[config.mk]
export PLATFORM = sky130hd
export DESIGN_NAME = muldiv_sequencer
export DESIGN_NICKNAME = d
export VERILOG_FILES = /design/src/rtl/muldiv_sequencer.sv
export SDC_FILE = /design/constraint.sdc
export NUM_CORES = 1
export LEC_CHECK = 0
export BUFFER_PORTS_ARGS = -buffer_cell sky130_fd_sc_hd__buf_2
export CAP_MARGIN = 5
export CORE_MARGIN = 8
export CORE_UTILIZATION = 35
export CTS_CLUSTER_SIZE = 28
export DETAILED_ROUTE_END_ITERATION = 7
export SKIP_CTS_REPAIR_TIMING = 1
export SLEW_MARGIN = 40
export SYNTH_ARGS = -nofsm -noshare
export SYNTH_HDL_FRONTEND = slang
export SYNTH_SLANG_ARGS = --single-unit
[constraint.sdc]
create_clock -name clk -period 7 [get_ports clk]
set_clock_uncertainty 0.15 [all_clocks]
set_input_delay 0.7 -clock clk [delete_from_list [all_inputs] [get_ports clk]]
set_output_delay 0.7 -clock clk [all_outputs]
set_load 0.005 [all_outputs]
[src/rtl/muldiv_sequencer.sv]
// rtl/muldiv_sequencer.sv - multi-cycle mult/div engine owning the HI/LO registers
// One shift-add or restoring-divide iteration per cycle, followed by a sign-fixup cycle.
module muldiv_sequencer #(
  parameter int WIDTH = 32
) (
  input  logic             clk,
  input  logic             rst,
  input  logic             start,
  input  logic             mul0_div1_sel,
  input  logic             unsigned_op,
  input  logic [WIDTH-1:0] op_a,
  input  logic [WIDTH-1:0] op_b,
  input  logic             hilo_rd,
  input  logic             hilo_wr,
  input  logic             hi0_lo1_sel,
  input  logic [WIDTH-1:0] hilo_wd,
  output logic [WIDTH-1:0] hilo_rdata,
  output logic [WIDTH-1:0] hi,
  output logic [WIDTH-1:0] lo,
  output logic             busy,
  output logic             done,
  output logic             stall
);
  localparam int CW = $clog2(WIDTH) + 1;

  typedef enum logic [1:0] {S_IDLE, S_RUN, S_FIX} state_t;

  state_t           state_q, state_d;
  logic [CW-1:0]    cnt_q, cnt_d;
  logic [WIDTH-1:0] acc_q, acc_d, low_q, low_d, b_q, b_d, hi_q, hi_d, lo_q, lo_d;
  logic             div_q, div_d, neg_q, neg_d, rneg_q, rneg_d, dz_q, dz_d, done_q, done_d;

  logic [WIDTH-1:0]   mag_a, mag_b, rem_sub;
  logic [WIDTH:0]     sum, rem_sh;
  logic               rem_ge;
  logic [2*WIDTH-1:0] prod;

  always_comb begin
    mag_a = (!unsigned_op && op_a[WIDTH-1]) ? -op_a : op_a;
    mag_b = (!unsigned_op && op_b[WIDTH-1]) ? -op_b : op_b;
    sum   = {1'b0, acc_q} + (low_q[0] ? {1'b0, b_q} : {(WIDTH+1){1'b0}});
    // acc holds the partial remainder, low shifts the dividend out and the quotient in
    rem_sh  = {acc_q, low_q[WIDTH-1]};
    rem_ge  = rem_sh >= {1'b0, b_q};
    rem_sub = rem_sh[WIDTH-1:0] - b_q;
    prod    = {acc_q, low_q};

    state_d = state_q;
    cnt_d   = cnt_q;
    acc_d   = acc_q;
    low_d   = low_q;
    b_d     = b_q;
    hi_d    = hi_q;
    lo_d    = lo_q;
    div_d   = div_q;
    neg_d   = neg_q;
    rneg_d  = rneg_q;
    dz_d    = dz_q;
    done_d  = 1'b0;

    case (state_q)
      S_IDLE: begin
        if (start) begin
          acc_d   = '0;
          low_d   = mag_a;
          b_d     = mag_b;
          div_d   = mul0_div1_sel;
          neg_d   = !unsigned_op && (op_a[WIDTH-1] ^ op_b[WIDTH-1]);
          rneg_d  = !unsigned_op && op_a[WIDTH-1];
          dz_d    = mul0_div1_sel && (op_b == '0);
          cnt_d   = '0;
          state_d = S_RUN;
        end else if (hilo_wr) begin
          if (hi0_lo1_sel) lo_d = hilo_wd;
          else             hi_d = hilo_wd;
        end
      end
      S_RUN: begin
        if (div_q) begin
          acc_d = rem_ge ? rem_sub : rem_sh[WIDTH-1:0];
          low_d = {low_q[WIDTH-2:0], rem_ge};
        end else begin
          acc_d = sum[WIDTH:1];
          low_d = {sum[0], low_q[WIDTH-1:1]};
        end
        cnt_d = cnt_q + CW'(1);
        if (cnt_q == CW'(WIDTH - 1)) state_d = S_FIX;
      end
      S_FIX: begin
        if (div_q) begin
          // divide by zero: the remainder fixup restores op_a exactly
          lo_d = dz_q ? '1 : (neg_q ? -low_q : low_q);
          hi_d = rneg_q ? -acc_q : acc_q;
        end else begin
          {hi_d, lo_d} = neg_q ? -prod : prod;
        end
        cnt_d   = '0;
        done_d  = 1'b1;
        state_d = S_IDLE;
      end
      default: state_d = S_IDLE;
    endcase
  end

  always_ff @(posedge clk or posedge rst) begin
    if (rst) begin
      state_q <= S_IDLE;
      cnt_q   <= '0;
      acc_q   <= '0;
      low_q   <= '0;
      b_q     <= '0;
      hi_q    <= '0;
      lo_q    <= '0;
      div_q   <= 1'b0;
      neg_q   <= 1'b0;
      rneg_q  <= 1'b0;
      dz_q    <= 1'b0;
      done_q  <= 1'b0;
    end else begin
      state_q <= state_d;
      cnt_q   <= cnt_d;
      acc_q   <= acc_d;
      low_q   <= low_d;
      b_q     <= b_d;
      hi_q    <= hi_d;
      lo_q    <= lo_d;
      div_q   <= div_d;
      neg_q   <= neg_d;
      rneg_q  <= rneg_d;
      dz_q    <= dz_d;
      done_q  <= done_d;
    end
  end

  assign busy       = (state_q != S_IDLE);
  assign done       = done_q;
  assign stall      = busy && (start || hilo_rd || hilo_wr);
  assign hi         = hi_q;
  assign lo         = lo_q;
  assign hilo_rdata = hi0_lo1_sel ? lo_q : hi_q;
endmodule

# Word level (Yosys, flattened, before mapping)
# Index checks and enable logic that the tools add are counted.
# classes
addsub	8
n_lt_le_gt_ge	1
eq_ne	9
n_mux	31
bitwise	1
n_reduce_logical	20
# op_table
op	count
$mux W32	20
$pmux W32 S2	4
$neg A32 Y32	4
$mux W64	1
$neg A64 Y64	1
$add A32 B32 Y33	1
$ge A33 B32 Y1	1
$logic_not A32 Y1	1
$sub A32 B32 Y32	1
$pmux W6 S3	1
$ne A2 B2 Y1 const B	6
$reduce_and A2 Y1	4
$reduce_and A4 Y1	2
$add A6 B1 Y6 const B	1
$eq A6 B5 Y1 const B	1
$mux W6	1
$reduce_bool A2 Y1	3
$logic_and A1 B1 Y1	5
$mux W2	2
$pmux W2 S2	1
$reduce_bool A3 Y1	1
$eq A2 B1 Y1 const B	1
$eq A2 B2 Y1 const B	1
$logic_not A2 Y1	1
4 further kinds	5
# word_totals
reg_bits	173
inputBits	104
elab_cells	82

# Longest topological paths before layout
# depth
ltp_word	5
ltp_mapped	15
mapped_depth_nobuf	14

# Worst setup path after synthesis
# OpenSTA, ideal clock, no wires.
# synth_timing
path_type	reg2reg
from	register low_q[0]
to	register acc_q[31]
t_arrival_ps	3266
t_required_ps	6725
slack_ps	3459
stages_incl_launch_ff	15
n_path_buf	1
period_less_slack_ps	3541
path_cell_list	dfrtp_1 -> inv_1 -> clkbuf_1 -> nor2_1 -> ha_1 -> nor3_1 -> or4_1 -> a211oi_1 -> nor2_1 -> o31ai_2 -> nand3_1 -> o21ai_1 -> a221o_1 -> a211oi_1 -> a2111oi_0
# synth_via
elab_chain_cells	4
# synth_rtl
item	line_no	rtl
from (decl)	30	logic [WIDTH-1:0] acc_q, acc_d, low_q, low_d, b_q, b_d, hi_q, hi_d, lo_q, lo_d;
from (signal assigned)	123	low_q <= low_d;
$mux W32	41	sum = {1'b0, acc_q} + (low_q[0] ? {1'b0, b_q} : {(WIDTH+1){1'b0}});
$add A32 B32 Y33	41	
$mux W32	79	if (div_q) begin
$pmux W32 S2	61	case (state_q)
to (signal assigned)	109	acc_q <= '0;
to (signal assigned)	122	acc_q <= acc_d;
to (decl)	30	
# Every way passes these cells.
# A chain may end at the register's enable or synchronous reset.

# Worst setup path in the final report
# Same ends and word-level chain as after synthesis.

==> metrics <==
dpl hpwl 39400 um; status finished clean; worst r2r src low_q[0]; final instance area 16300 um2; crit path kind register to register; core area 40600 um2; number of global-route vias before repair 13180; Area growth syn-to-layout 14.1%; Total Routing Usage GR 20.6%; post-synthesis sequential area ratio 30.3%; Clock Path Buffers 2; CP delay by family, top compound AO/OA/AOI/OAI gates; syn nets 1979; Synth async-reset ratio between 90% and 100%; Sw Pwr 3850 uW; WL met1 24100 um; final wirelength 50200 um; register bit count reported by yosys 173; flop2flop setup slack 2.66 ns; Final min period 4.34 ns; first-pass GRT wire length 78500 um; area share of the largest cell type after synthesis 30.3%; routed via count 14031; top cells by area, synth dfrtp_1, a21oi_1, o21ai_0; Yosys Warn Count 0; clock power share 12.6%; Post-Syn Area 14300 um2; row count 74; worst skew pair latency ~0.45 ns; initial antenna violation count 0; worst min path class input pin to async pin; CP endpoint kind register; Routability Congestion 0.944; number of flops mapped to enable cells by yosys 0; total design power approximately 7700 uW; Max Cap Viol 0; Max Fclk 231 MHz; VDD IR max 205 uV; Post-Synthesis Cells 1804; Worst Max-Slew Pin Slew 0.806 ns; pwr dens 474 nW/um2; WL/cell 20.3 um; starting DRC count in detailed routing 1204; WP data arrival roughly 4.5 ns; Reg area about 4300 um2; buffer and inverter count on the worst path 2; crit path to acc_q[31]; fraction of layout cells with a size suffix above 1 about 16%; combinational group share of total power 60.7%; Area after DPL 15700 um2; Max H-tree Level 4; largest net degree at the start of global routing 76; Die H 218 um; Startpoint Class register; switching part of the total power 49.9%; CP Data Required Time 7.17 ns; Worst R2R End acc_q[31]; Final setup viols 0; final worst-path setup slack 2.66 ns; slowest cell delay on critical path 0.53 ns; clock buffer count from CTS 17; Synth cell types between 60 and 70; Top Metal Used met4; Crit path depth 14; CP max FO 31; fillers between 4000 and 5000; WL met2 approximately 22000 um; post-place setup slack 2.79 ns; nets@finish 2104; worst rel slew slack 46.3%; CTS tree done; Leakage Power 0.00698 uW; DRC errors left 0; dominant cell type by area after synthesis dfrtp_1; Starting Density 35.2%; worst reg-to-reg path cell count 14; DIE AREA 47500 um2; Port Buffers around 200; TritonRoute pass-1 iters 5; CP max-delay cell or4_1; Die W 218 um; # diodes 0; Final Hold Viols 0; area of the multi-input gates 9320 um2; Tcrit/Tclk final 62.0%; clk slew on worst S/H paths 0.08 ns; Mean Syn Cell Area 7.91 um2; CP Cell Sequence inv_1 -> buf_4 -> nor2_1 -> ha_1 -> nor3_1 -> or4_1 -> a211oi_1 -> nor2_1 -> o31ai_2 -> nand3_1 -> o21ai_1 -> a221o_1 -> a211oi_1 -> a2111oi_0; GRT Residual Overflow 0; I/O pins a little over 200; CTS Sinks 173; Via density 5.67; Routed Antenna Nets 0; sequential power share between 20% and 30%; met3 wire length 3490 um; Int Pwr 3870 uW; Main synth FF type dfrtp_1; Root Driver clkbuf_16; Critical path origin low_q[0]; Slew Viols, Final 0; Post-Route Setup TNS 0 ns; unrepaired setup endpoints after global routing false
[cells in the final DEF, fill, tap and decap left out, drive strengths merged, types with 3 or more instances in the layout]
cell type / count
a211oi: 28
a21o: 20
a21oi: 190
a22oi: 23
a311oi: 3
a31oi: 12
a32oi: 5
and2: 8
and3: 9
buf: 220
clkbuf: 18
clkinv: 4
dfrtp: 173
ha: 69
inv: 73
mux2: 35
mux2i: 42
nand2: 174
nand2b: 21
nand3: 25
nand4: 15
nor2: 158
nor2b: 12
nor3: 31
nor3b: 4
nor4: 18
o211ai: 13
o21a: 5
o21ai: 200
o21bai: 7
o221ai: 3
o22ai: 49
o31ai: 26
o41ai: 12
or2: 4
or3: 28
or4: 11
xnor2: 106
xor2: 62
[per-stage QoR]
stage	instances	hold slack [ns]	util [%]
after detailed placement	2442	0.322	38.8
after global placement	2442	0.313	38.7
after floorplan	1804	0.300	-
final	2473	0.171	40.2
after global routing	2473	0.212	40.2
after CTS	2473	0.169	40.1
[power by group through the flow]
| stage | clock network, uW | logic (uW) | registers, uW |
|---|---|---|---|
| after floorplan | 0 | 3430 | 1770 |
| after global placement | 0 | 4610 | 2050 |
| after detailed placement | 0 | 4620 | 2070 |
| after CTS | 985 | 4650 | 2050 |
| after global routing | 1020 | 5190 | 2130 |
| final | 970 | 4690 | 2070 |
[per-layer routing]
| metal | vias up | global-route usage (%) |
|---|---|---|
| met5 | - | 0 |
| met4 | 0 | 3.54 |
| met3 | 25 | 3.13 |
| met2 | 505 | 31.7 |
| met1 | 6744 | 30.5 |
| li1 | 6757 | - |
[state kept, by name, indices dropped and copies added (netlist names), 2 cells and up]
name	flops
hi	32
cnt_q	6
state_q	2
b_q	32
acc_q	32
lo	32
low_q	32
[cells in the mapped netlist, types with 35 or more instances]
cell type    n
nand2_1    174
nor2_1     157
ha_1        69
inv_1       66
xnor2_1    106
a21oi_1    190
o22ai_1     49
dfrtp_1    173
mux2i_1     42
xor2_1      62
clkbuf_1   102
o21ai_0    190
mux2_2      35
[area by class of cell]
class	count	share of cell area [%]
Tap cell	532	4.09
Sequential cell	173	26.6
Clock buffer	18	2.70
Clock inverter	13	0.784
Inverter	67	1.58
Timing Repair Buffer	220	7.06
Multi-Input combinational cell	1450	57.2
[logic make-up after synthesis]
logic type,after synthesis,synth area share (%)
AOI/OAI and AO/OA,613,25.5
and+or+nand+nor,521,17.1
buffers and inverters,181,4.76
DFF,173,30.3
xor gates and xnor gates,168,10.3
muxes,77,5.71
adders and majority gates,71,6.33
[how the worst min path moves through the flow]
stage / end / start / depth (start not counted)
CTS: lo[3] / rst / 2
detailed placement: b_q[2] / b_q[2] / 2
global route: lo[3] / rst / 2
finish: hi[5] / rst / 2
global placement: b_q[12] / b_q[12] / 2
floorplan: b_q[10] / b_q[10] / 2
Power figures use the tool's default switching activity.
